**src/rtl/result_display_pkg.sv**
```systemverilog
// result_display_pkg
//   Shared constants for the result display block:
//   - DEPTH_DEFAULT  : default number of history entries
//   - SEG_DASH       : segment pattern for "-"     ({g,f,e,d,c,b,a}, active-low)
//   - SEG_BLANK      : segment pattern with all segments off
//   - HEX_SEG_TABLE  : hex digit 0..F to active-low 7-segment code
package result_display_pkg;

  localparam int DEPTH_DEFAULT = 8;

  localparam logic [6:0] SEG_DASH  = 7'b0111111;
  localparam logic [6:0] SEG_BLANK = 7'b1111111;

  // Element [n] is the code for hex digit n (element 0 is the rightmost).
  localparam logic [15:0][6:0] HEX_SEG_TABLE = {
    7'b0001110,  // F
    7'b0000110,  // E
    7'b0100001,  // d
    7'b1000110,  // C
    7'b0000011,  // b
    7'b0001000,  // A
    7'b0010000,  // 9
    7'b0000000,  // 8
    7'b1111000,  // 7
    7'b0000010,  // 6
    7'b0010010,  // 5
    7'b0011001,  // 4
    7'b0110000,  // 3
    7'b0100100,  // 2
    7'b1111001,  // 1
    7'b1000000   // 0
  };

endpackage

```
**src/rtl/result_display_hex_to_seg7.sv**
```systemverilog
// hex_to_seg7
//   Purely combinational hex digit to 7-segment decoder.
//   Ports:
//     i_hex : 4-bit hex digit
//     o_seg : segments {g,f,e,d,c,b,a}, active-low
module hex_to_seg7
  import result_display_pkg::*;
(
  input  logic [3:0] i_hex,
  output logic [6:0] o_seg
);

  assign o_seg = HEX_SEG_TABLE[i_hex];

endmodule

```
**src/rtl/result_display.sv**
```systemverilog
// result_display
//   Keeps a circular history of processor results and shows one entry on a
//   4-digit multiplexed 7-segment display. The user can browse back through
//   older entries; the decimal point of digit 0 lights while browsing.
//   Ports:
//     clk_in      : system clock, rising edge
//     reset       : synchronous, active-high
//     result_in   : 16-bit result value
//     capture     : strobe, store result_in into history
//     browse_prev : strobe, step to the older entry
//     browse_next : strobe, step to the newer entry
//     anode       : digit enables, active-low, one-hot-low
//     seg         : segments {g,f,e,d,c,b,a}, active-low
//     dp          : decimal point, active-low
//     entry_idx   : current browse offset (0 = newest)
module result_display
  import result_display_pkg::*;
#(
  parameter int REFRESH_DIV = 50000,       // clk_in cycles per digit slot, >= 2
  parameter int DEPTH       = DEPTH_DEFAULT // history entries, power of two, >= 2
) (
  input  logic        clk_in,
  input  logic        reset,
  input  logic [15:0] result_in,
  input  logic        capture,
  input  logic        browse_prev,
  input  logic        browse_next,
  output logic [3:0]  anode,
  output logic [6:0]  seg,
  output logic        dp,
  output logic [2:0]  entry_idx
);

  localparam int PTR_W = $clog2(DEPTH);
  localparam int CNT_W = PTR_W + 1;
  localparam int REF_W = $clog2(REFRESH_DIV);

  // History and browse state
  logic [15:0]      r_mem [DEPTH];
  logic [PTR_W-1:0] r_wr_ptr;
  logic [CNT_W-1:0] r_count;
  logic [PTR_W-1:0] r_offset;

  logic [CNT_W-1:0] w_count_cap;
  logic [PTR_W-1:0] w_offset_cap;
  logic [PTR_W-1:0] w_offset_next;
  logic [PTR_W-1:0] w_rd_addr;

  // Display value pipeline
  logic [15:0] r_value;
  logic        r_empty;

  // Scan state
  logic [REF_W-1:0] r_refresh;
  logic [1:0]       r_digit_sel;
  logic             r_rst_d;
  logic [3:0]       r_anode;
  logic [6:0]       r_seg;
  logic             r_dp;

  logic [3:0] w_nibble;
  logic [6:0] w_seg_code;

  // Capture is applied first, then at most one browse step on the result.
  always_comb begin
    w_count_cap  = r_count;
    w_offset_cap = r_offset;
    if (capture) begin
      if (r_count != CNT_W'(DEPTH)) begin
        w_count_cap = r_count + CNT_W'(1);
      end
      // Track the same entry while browsing: it moved one step further back.
      if (r_offset != '0 && ({1'b0, r_offset} + CNT_W'(1)) < w_count_cap) begin
        w_offset_cap = r_offset + PTR_W'(1);
      end
    end

    w_offset_next = w_offset_cap;
    if (browse_prev && !browse_next) begin
      if (w_count_cap != '0 && ({1'b0, w_offset_cap} + CNT_W'(1)) < w_count_cap) begin
        w_offset_next = w_offset_cap + PTR_W'(1);
      end
    end else if (browse_next && !browse_prev) begin
      if (w_offset_cap != '0) begin
        w_offset_next = w_offset_cap - PTR_W'(1);
      end
    end
  end

  always_ff @(posedge clk_in) begin
    if (reset) begin
      r_wr_ptr <= '0;
      r_count  <= '0;
      r_offset <= '0;
    end else begin
      if (capture) begin
        r_wr_ptr <= r_wr_ptr + PTR_W'(1);
      end
      r_count  <= w_count_cap;
      r_offset <= w_offset_next;
    end
  end

  // Pointer arithmetic wraps naturally because DEPTH is a power of two.
  assign w_rd_addr = r_wr_ptr - PTR_W'(1) - r_offset;

  // Block RAM with registered read. Reading from the current pointer/offset
  // makes the shown value follow any event one cycle later.
  always_ff @(posedge clk_in) begin
    if (capture && !reset) begin
      r_mem[r_wr_ptr] <= result_in;
    end
    r_value <= r_mem[w_rd_addr];
  end

  // Empty flag is delayed alongside r_value so the two stay aligned.
  always_ff @(posedge clk_in) begin
    if (reset) begin
      r_empty <= 1'b1;
    end else begin
      r_empty <= (r_count == '0);
    end
  end

  // Refresh divider and digit select
  always_ff @(posedge clk_in) begin
    if (reset) begin
      r_refresh   <= '0;
      r_digit_sel <= '0;
    end else if (r_refresh == REF_W'(REFRESH_DIV - 1)) begin
      r_refresh   <= '0;
      r_digit_sel <= r_digit_sel + 2'd1;
    end else begin
      r_refresh   <= r_refresh + REF_W'(1);
    end
  end

  assign w_nibble = r_value[{r_digit_sel, 2'b00} +: 4];

  hex_to_seg7 u_hex_to_seg7 (
    .i_hex (w_nibble),
    .o_seg (w_seg_code)
  );

  // Outputs stay blank while reset is held and for one cycle afterwards.
  always_ff @(posedge clk_in) begin
    r_rst_d <= reset;
    if (reset || r_rst_d) begin
      r_anode <= 4'b1111;
      r_seg   <= SEG_BLANK;
      r_dp    <= 1'b1;
    end else begin
      r_anode <= ~(4'b0001 << r_digit_sel);
      r_seg   <= r_empty ? SEG_DASH : w_seg_code;
      r_dp    <= !(r_digit_sel == 2'd0 && r_offset != '0);
    end
  end

  assign anode     = r_anode;
  assign seg       = r_seg;
  assign dp        = r_dp;
  assign entry_idx = 3'(r_offset);

endmodule

```
**config.mk**
```make
export PLATFORM = sky130hd
export DESIGN_NAME = result_display
export DESIGN_NICKNAME = d
export VERILOG_FILES = /design/src/rtl/result_display_pkg.sv /design/src/rtl/result_display_hex_to_seg7.sv /design/src/rtl/result_display.sv
export SDC_FILE = /design/constraint.sdc
export NUM_CORES = 1
export LEC_CHECK = 0
export CORE_UTILIZATION = 26
export DETAILED_ROUTE_END_ITERATION = 16
export PLACE_DENSITY = 0.43
export SETUP_SLACK_MARGIN = 0.5
export SLEW_MARGIN = 10
export SYNTH_ARGS = -nofsm -noshare
export SYNTH_HDL_FRONTEND = slang
export SYNTH_SLANG_ARGS = --single-unit
```
**constraint.sdc**
```tcl
create_clock -name clk_in -period 7.8 [get_ports clk_in]
set_input_delay 0.78 -clock clk_in [delete_from_list [all_inputs] [get_ports clk_in]]
set_output_delay 0.78 -clock clk_in [all_outputs]
set_load 0.02 [all_outputs]
```
### Word level (Yosys, flattened, before mapping)

Memory sizes are Yosys's and may differ from the RTL's. A register that Yosys moved wholly into a read port is not among the register bits.
Index checks and enable logic that the tools add are counted.

* bits in registers: 42
* RAM bits: 128
* bits in read-only memories: 112
* input port bits: 21
* output and inout port bits: 15
* word-level logic and storage cells: 63
* memories: 2

Memories
* r_mem: words 8, bits a word 16, read ports 1, clocked after memory_dff 1, wr ports 1, line result_display.sv:39 `logic [15:0] r_mem [DEPTH];`
* (name not given): words 16, bits a word 7, read ports 1, clocked after memory_dff 0, wr ports 0, line result_display_hex_to_seg7.sv:13 `assign o_seg = HEX_SEG_TABLE[i_hex];`

* $add $sub $neg: 11
* order comparisons: 3
* eq/ne operators: 2
* shift-type cells: 2
* mux-type cells: 13
* bitwise operators: 1
* reductions and logical operators: 18

Operator list (count)
* $mux 3: 6
* $add 16x1->16 const B: 1
* $eq 16x16->1 const B: 1
* $shiftx 16x5->4: 1
* $mux 7: 2
* $mux 4: 3
* $add 3x1->3 const B: 3
* $add 3x1->4 const B: 2
* $lt 4x4->1: 2
* $logic_and 1x1->1: 6
* $reduce_bool 3->1: 2
* $sub 3x1->3 const B: 2
* $lt 4x5->1 const B: 1
* $add 4x1->4 const B: 1
* $logic_not 1->1: 4
* $logic_not 4->1: 1
* $ne 4x4->1 const B: 1
* $not 4->4: 1
* $reduce_bool 4->1: 1
* $reduce_or 2->1: 2
* $shl 1x2->4 const A: 1
* $sub 3x3->3: 1
* $add 2x1->2 const B: 1
* $logic_not 2->1: 1
* other kinds (2): 3

### Longest topological paths before layout

Gate-level depths: netlist of run 1.

* word-level depth: 12
* depth in mapped cells: 19
* gate-level depth less buffers: 18

### By module

A second synthesis of run 1 with hierarchy kept.

* cells, all modules: 500
* area, all modules: 7917.6 µm²

Modules (own cells, without submodules)
* result_display: times used 1, cells each 468, area each 7642.3 µm², seq. area each 5004.8 µm²
* hex_to_seg7: times used 1, cells each 32, area each 275.3 µm², seq. area each 0.0 µm²

### Worst setup path after synthesis of run 1

Ideal clock, no wire load.

* kind: flip-flop to flip-flop
* from: register r_offset[0], in the netlist entry_idx[0]
* to: register r_offset[2], in the netlist entry_idx[2]
* setup time: 130 ps
* data arrival time: 3539 ps
* data required time: 7670 ps
* setup slack: 4131 ps
* cell stages (with the launch flop): 19
* buffers on the path: 1
* clock period less this slack: 3669 ps
* cells stage by stage: dfxtp_1 ha_1 nor2b_1 or2_2 ha_1 nand2_1 and3_1 clkbuf_1 mux2i_1 nor3_1 inv_1 ha_1 xnor2_1 ha_1 a211o_1 a31oi_1 and2_1 o21a_1 o211ai_1

* cells in the longest elaborated chain, start to end: 10
* elaborated cells on any way between the ends: 17
* classes of those cells: 5 x add/sub; 2 x order compare; 6 x mux; 4 x reduce/logical

RTL lines
* from (decl): line result_display.sv:42 `logic [PTR_W-1:0] r_offset;`
* from (signal assigned): line result_display.sv:100 `r_offset <= w_offset_next;`
* $add 3x1->4: line result_display.sv:73 `if (r_offset != '0 && ({1'b0, r_offset} + CNT_W'(1)) < w_count_cap) begin`
* $lt 4x4->1: line result_display.sv:73
* $logic_and 1x1->1: line result_display.sv:73
* $mux 3: line result_display.sv:73
* $mux 3 (*): line result_display.sv:68 `if (capture) begin`
* $add 3x1->4: line result_display.sv:80 `if (w_count_cap != '0 && ({1'b0, w_offset_cap} + CNT_W'(1)) < w_count_cap) begin`
* $lt 4x4->1: line result_display.sv:80
* $logic_and 1x1->1: line result_display.sv:80
* $mux 3: line result_display.sv:80
* $mux 3 (*): line result_display.sv:79 `if (browse_prev && !browse_next) begin`

Every way passes the cells marked *; elsewhere a longest branch is shown, timed or not.
A chain may end at the register's enable or synchronous reset.

### Final worst setup path of run 1

* from: register r_count[0]
* to: register r_offset[2], in the netlist entry_idx[2]

* cells in the longest elaborated chain, start to end: 12
* elaborated cells on any way between the ends: 20
* classes of those cells: 4 x add/sub; 2 x order compare; 1 x eq/ne; 9 x mux; 4 x reduce/logical

RTL lines
* from (decl): line result_display.sv:41 `logic [CNT_W-1:0] r_count;`
* from (signal assigned): line result_display.sv:99 `r_count <= w_count_cap;`
* $add 4x1->4 or $ne 4x4->1 (tied branches): line result_display.sv:70, result_display.sv:69
* $mux 4: line result_display.sv:69 `if (r_count != CNT_W'(DEPTH)) begin`
* $mux 4: line result_display.sv:68
* $lt 4x4->1: line result_display.sv:73
* $logic_and 1x1->1: line result_display.sv:73
* $mux 3: line result_display.sv:73
* $mux 3: line result_display.sv:68
* $add 3x1->4: line result_display.sv:80
* $lt 4x4->1: line result_display.sv:80
* $logic_and 1x1->1: line result_display.sv:80
* $mux 3: line result_display.sv:80
* $mux 3 (*): line result_display.sv:79

Every way passes the cells marked *; elsewhere a longest branch is shown, timed or not. The select of a mux whose other input is x is not followed.

==> results of run 1 <==
==> flip-flops by register name, summed over array words and instances (netlist names), 3 cells and up <==
signal     flops
r_refresh     16
seg            7
anode          4
r_wr_ptr       3
r_count        4
entry_idx      3
r_mem        128
r_value       16
==> final cells by class <==
| class | count | area share, % |
|---|---|---|
| Tap cell | 384 | 5.20 |
| Sequential cell | 186 | 54.2 |
| Inverter | 19 | 0.773 |
| Clock buffer | 17 | 4.61 |
| Timing Repair Buffer | 46 | 4.69 |
| Multi-Input combinational cell | 281 | 28.7 |
| Clock inverter | 15 | 1.84 |
==> power groups by stage <==
stage	registers (mW)	clock network (mW)	logic [mW]
CTS	1.17	0.878	0.854
finish	1.16	0.856	0.842
global placement	1.19	0	0.833
global route	1.17	0.922	0.924
detailed placement	1.19	0	0.850
floorplan	1.18	0	0.632
==> critical path, stage by stage, from the launching register on <==
cell	delay (ns)
dfxtp_1	0.49
inv_1	0.08
ha_1	0.24
a21oi_1	0.24
mux2i_1	0.13
ha_1	0.31
o211ai_1	0.19
nand2_1	0.13
mux2i_1	0.09
nor3_1	0.44
inv_1	0.10
ha_1	0.24
xnor2_1	0.14
ha_1	0.19
a211o_1	0.24
a31oi_1	0.30
and2_1	0.21
o21a_1	0.13
o211ai_1	0.09
==> cells in the final DEF (no fill, tap or decap), types with 3 or more instances in the layout <==
cell / synthesis / final
o21ai_0: 4 / 4
xor2_1: 13 / 13
clkinv_8: 0 / 3
clkbuf_16: 0 / 17
o211ai_1: 8 / 8
mux2i_1: 5 / 5
inv_1: 19 / 19
nand3b_1: 3 / 3
nand2b_1: 8 / 8
nand2_1: 28 / 28
dfxtp_1: 58 / 58
buf_4: 0 / 11
clkdlybuf4s50_1: 0 / 35
nor2b_1: 4 / 4
mux2_2: 19 / 19
and3_1: 6 / 6
clkinv_4: 0 / 3
nor3_1: 5 / 5
nand4_1: 4 / 4
edfxtp_1: 128 / 128
inv_6: 0 / 3
nor2_1: 39 / 39
or3_1: 5 / 5
or2_2: 3 / 3
nand3_1: 8 / 8
ha_1: 27 / 26
inv_8: 0 / 4
mux4_2: 37 / 37
a21oi_1: 8 / 8
xnor2_1: 7 / 6
==> metrics by stage <==
stage,cell area [sq um],total power [mW],instances,utilization (%),worst slack (ns)
after global routing,9230,3.02,948,31.7,3.37
after CTS,9230,2.90,948,31.7,3.74
final,9230,2.86,948,31.7,3.68
after detailed placement,8640,2.04,916,29.7,3.40
after global placement,8640,2.02,916,29.7,3.56
after floorplan,7790,1.81,506,-,4.13
==> worst paths after layout <==
path / from / end / slack [ns]
max: r_count[0]$_SDFF_PP0_ / entry_idx[2]$_SDFF_PP0_ / 3.68
min: r_refresh[0]$_SDFF_PP0_ / r_refresh[0]$_SDFF_PP0_ / 0.46
max reg2reg: r_count[0]$_SDFF_PP0_ / entry_idx[2]$_SDFF_PP0_ / 3.68
min reg2reg: r_refresh[0]$_SDFF_PP0_ / r_refresh[0]$_SDFF_PP0_ / 0.46
==> kinds of logic after synthesis <==
family,Yosys count,share of synthesized area (%)
XOR/XNOR,20,2.25
flip-flops,186,64.3
adder cells (fa/ha/maj),28,4.60
AND/OR/NAND/NOR,129,8.47
multiplexers,62,14.3
AO/OA/AOI/OAI,42,4.10
buffers and inverters,39,2.04
==> per-layer routing <==
layer | routed length, microns | up-vias | GRT usage (%)
li1 | - | 2010 | -
met1 | 7660 | 2182 | 14.6
met2 | 7810 | 69 | 18.2
met3 | 462 | 11 | 2.61
met4 | 157 | 0 | 3.44
met5 | 0 | - | 0
==> flow_summary_export.csv, run 1 <==
group,metric,value,unit
status,status,"finished clean",
logic_synthesis,yosys-top-cells-count,"edfxtp_1 (128), dfxtp_1 (58), nor2_1 (39)",
cts,cts_setup_buffers,0,
run,drv_cap,0,
logic_synthesis,synth_top_area_share,49.4,%
logic_synthesis,yosysSeqAreaShare,64.3,%
worst_setup_path,worst-setup-path-type,"register to register",
routing,drt_pass1_iterations,4,
cts,insertion_delay,0.43,ns
timing,hold_viol,0,
pwr,ir_drop,0.129,mV
routing,wl,16100,microns
logic_synthesis,syn_area,7790,sq um
die,die_w,175,microns
logic_synthesis,synth_nets,555,
logic_synthesis,ys_seq_elements,186,
pwr,p_switching,898,uW
pwr,combPwrFrac,29.4,%
timing,rsz0062_at_grt,"no",
cells_and_area,antennaDiodeCount,0,
logic_synthesis,synth.area.top_cells,"edfxtp_1 (49%), dfxtp_1 (15%), mux4_2 (11%), ha_1 (4.3%), mux2_2 (2.7%)",
timing,fin_setup_tns,0,ns
timing,relSlewSlack,33.9,%
routing,vias_per_cell,4.51,
global_routing,grt_pass1_vias,4356,
cts,clk_path_buf_depth,2,
worst_setup_path,path_max_fanout,9,
worst_setup_path,ff2ff_path_depth,18,
logic_synthesis,synth_warnings,0,
logic_synthesis,postSynthAreaPerCell,15.4,sq um
cts,ctsResizeCount,0,
logic_synthesis,synthDistinctLibCells,56,
die,die_y,175,microns
logic_synthesis,yosysMostFrequentCell,"edfxtp_1",
min_path,min_path_cells,1,
logic_synthesis,synthCells,506,
place,dp_hpwl,9740,microns
timing,finalCritPeriodShare,52.9,%
logic_synthesis,synth_enable_flop_cells,128,
cts,clockRootBuffer,"clkbuf_16",
timing,final-setup-viol-count,0,
cts,cts_inserted_buffers,17,
die,die_area,30600,sq um
routing,drc,0,
global_routing,grt_max_degree,33,
pwr,power.density,310,nW/um^2
die,rows,62,
routing,antenna_left,0,
cts,cts_tree,"done",
timing,min_period,4.12,ns
logic_synthesis,async_flop_share,0,%
routing,post_drt_wl_per_cell,17.0,microns
die,initial_core_util,26.8,%
cells_and_area,drive_gt1_share,20.4,%
cts,clock_sinks,186,
pwr,p_leak,3.10,nW
timing,worst_pin_slew,0.990,ns
cells_and_area,fin_nets,600,
logic_synthesis,synth_ff_type,"edfxtp_1",
cells_and_area,area_growth,18.5,%
worst_setup_path,startpoint_type,"register",
routing,drt_iter0_drc,285,
worst_setup_path,critical_path_arrival,4.43,ns
timing,drv_slew,0,
cts,clk_pin_slew,0.08,ns
cts,cts-htree-levels,4,
pwr,clockPowerShare,29.9,%
global_routing,track_usage,11.1,%
worst_setup_path,end_kind,"register",
worst_setup_path,worstPathRequired,8.11,ns
routing,vias,4272,
cells_and_area,multiInputGateArea,2650,sq um
min_path,hold_class,"register to register",
die,ios,36,
die,design.core.area,29100,sq um
logic_synthesis,yosys.area.top_type,"edfxtp_1",
global_routing,grt_pass1_wl,25400,microns
timing,hold_ws,0.458,ns
cells_and_area,fillCellCount,2880,
pwr,seqPwrFrac,40.7,%
timing,clock_skew,0.0167,ns
global_routing,antenna_found_initial,0,
global_routing,overflow,0,
place,io_buffers,35,
cells_and_area,seqCellArea,5000,sq um
cts,cts_hold_buf,0,
pwr,power.internal,1.96,mW
pwr,switching_share,31.4,%
place,place.gp.congestion,0.740,
timing,fmax,0.242,GHz
Note: power is estimated with default switching activity, not from simulation.
==> inputs of run 2 (changes only) <==
Settings changed: PLACE_DENSITY 0.43 to 0.44.
Clock period 7.8 ns to 3.75 ns, I/O delays scaled along.
==> run 2 against run 1 <==
Critical path depth decreased by 1. Core utilization up 1.5 points. Final cell count rose by 2.4%. Sequential share of layout area is 2.3 points lower. Sequential power rose by 110%. Clock skew fell by 0.0054 ns. Clock power is 110% higher. Largest power group unchanged. Combinational power grew to 2.6 times the previous value. Die area unchanged. Largest cell class unchanged. First-iteration DRC count decreased by 4.2%. Global-route usage is 0.26 points higher.
==> flow_summary_export.csv, run 2 (synthesized netlist as in run 1, its figures left out) <==
group,metric,value,unit
status,status,"finished clean",
die,die_w,175,microns
timing,fin_setup_tns,0,ns
die,die_y,175,microns
global_routing,grt-busiest-layer,"met2",
timing,relSlewSlack,54.0,%
routing,vias,4320,
pwr,p_leak,3.25,nW
global_routing,overflow,0,
global_routing,grt_max_degree,21,
routing,drt_pass1_iterations,4,
place,dp_hpwl,10200,microns
min_path,hold_class,"register to register",
timing,rsz0062_at_grt,"yes",
timing,hold_viol,0,
cells_and_area,largest_reg_flops,128,
worst_setup_path,path_max_fanout,4,
routing,post_drt_wl_per_cell,16.8,microns
cts,clk_path_buf_depth,2,
timing,fmax,0.299,GHz
cts,clockRootBuffer,"clkbuf_16",
worst_setup_path,worstPathRequired,4.07,ns
die,design.core.area,29100,sq um
cells_and_area,area_growth,24.3,%
cells_and_area,finalCoreUtilization,33.3,%
routing,wl,16300,microns
timing,final-setup-viol-count,0,
worst_setup_path,end_kind,"register",
cells_and_area,largestRegisters,"r_mem (128), r_refresh (16), r_value (16)",
pwr,ir_drop,0.342,mV
global_routing,grt_pass1_wl,26200,microns
die,initial_core_util,26.8,%
cts,clk_pin_slew,0.07,ns
routing,drt_iter0_drc,273,
timing,drv_slew,0,
routing,drc,0,
timing,min_period,3.35,ns
die,rows,62,
timing,finalCritPeriodShare,89.3,%
timing,worst_pin_slew,0.685,ns
global_routing,grt_use_met2,19.8,%
cells_and_area,final_cells,971,
cts,clock_sinks,186,
global_routing,grt_util_met3,2.70,%
cells_and_area,drive_gt1_share,29.5,%
die,ios,36,
cts,cts_tree,"done",
cts,cts_hold_buf,0,
timing,clock_skew,0.0113,ns
routing,antenna_left,0,
global_routing,grt_pass1_vias,4571,
cts,cts-htree-levels,4,
cells_and_area,layout_common_cells,"edfxtp_1 (128), dfxtp_1 (52), nor2_1 (39)",
global_routing,use_met1,14.1,%
pwr,power.density,656,nW/um^2
cts,cts_inserted_buffers,17,
routing,vias_per_cell,4.45,
worst_setup_path,critical_path_arrival,3.67,ns
place,io_buffers,35,
cells_and_area,fin_nets,623,
worst_setup_path,worst-setup-path-type,"register to register",
global_routing,track_usage,11.4,%
place,placed_cells,919,
cells_and_area,top_register,"r_mem",
place,place.gp.congestion,0.774,
die,die_area,30600,sq um
worst_setup_path,startpoint_type,"register",
cells_and_area,antennaDiodeCount,0,
cells_and_area,final_common_cell,"edfxtp_1",
cts,insertion_delay,0.43,ns
global_routing,antenna_found_initial,0,
run,drv_cap,0,
run 2: cell count changes in the layout (fill, tap and decap cells not counted), moves of 3 or more:
| cell | before | now |
|---|---|---|
| buf_4 | 11 | 32 |
| dfxtp_1 | 58 | 52 |
| dfxtp_4 | 0 | 5 |
| ha_1 | 26 | 16 |
| ha_4 | 0 | 8 |
| inv_1 | 19 | 12 |
| inv_2 | 0 | 6 |
| mux2i_1 | 5 | 2 |
run 2: critical path, cell delays in order, from the launching register on:
cell and delay [ns]:
dfxtp_4 0.37, ha_4 0.16, nor2b_4 0.12, or2_4 0.23
ha_4 0.26, o211ai_1 0.17, nand2_1 0.17, mux2i_4 0.09
nor3_4 0.25, inv_2 0.08, ha_4 0.17, xnor2_2 0.12
ha_2 0.16, a211o_1 0.32, a31oi_4 0.19, buf_4 0.15
o2111ai_1 0.10, o211ai_1 0.14
run 2: what timing repair did:
item	4_1_cts	5_1_grt
cloned	0	0
pin swaps	13	8
gates resized for setup	22	5
endpoints found under the setup margin	12	3
setup buffers	17	3
hold endpoints to repair	0	0
run 2: where the power goes:
group	internal (mW)	switching, mW
Sequential	2.34	0.0728
Combinational	1.13	1.04
Clock	0.901	0.870
Total	4.37	1.98
run 2: layout make-up:
class / count / area (sq um)
fillers: 2809 / 19400
flip-flops and latches: 186 / 5020
multi-input cells: 281 / 2870
repair buffers: 69 / 631
well taps: 384 / 480
clock buffers: 17 / 425
clock inverters: 15 / 175
inverters: 19 / 73.8
run 2: metrics by stage:
stage               power (mW)  instance area [sq um]  hold WS [ns]  setup slack (ns)
finish                    6.35                   9680         0.464             0.402
global route              6.72                   9680         0.493             0.252
CTS                       6.38                   9620         0.476             0.440
detailed placement        4.35                   8780         0.458             0.106
global placement          4.34                   8780         0.427             0.261
floorplan                 3.84                   7890         0.403             0.504
run 2: routing by layer:
metal	share of wire, %	wire length [microns]
met3	2.8	450
met5	0	0
met1	46	7440
met2	51	8300
met4	0.82	134
run 2: path summary, 6_finish.rpt:
| path | depth (start not counted) | slack [ns] | startpoint | to |
|---|---|---|---|---|
| setup / recovery | 17 | 0.40 | entry_idx[1]$_SDFF_PP0_ | entry_idx[0]$_SDFF_PP0_ |
| setup reg to reg | 17 | 0.40 | entry_idx[1]$_SDFF_PP0_ | entry_idx[0]$_SDFF_PP0_ |
| hold reg to reg | 1 | 0.46 | r_empty$_SDFF_PP1_ | seg[6]$_SDFF_PP1_ |
| hold / removal | 1 | 0.46 | r_empty$_SDFF_PP1_ | seg[6]$_SDFF_PP1_ |
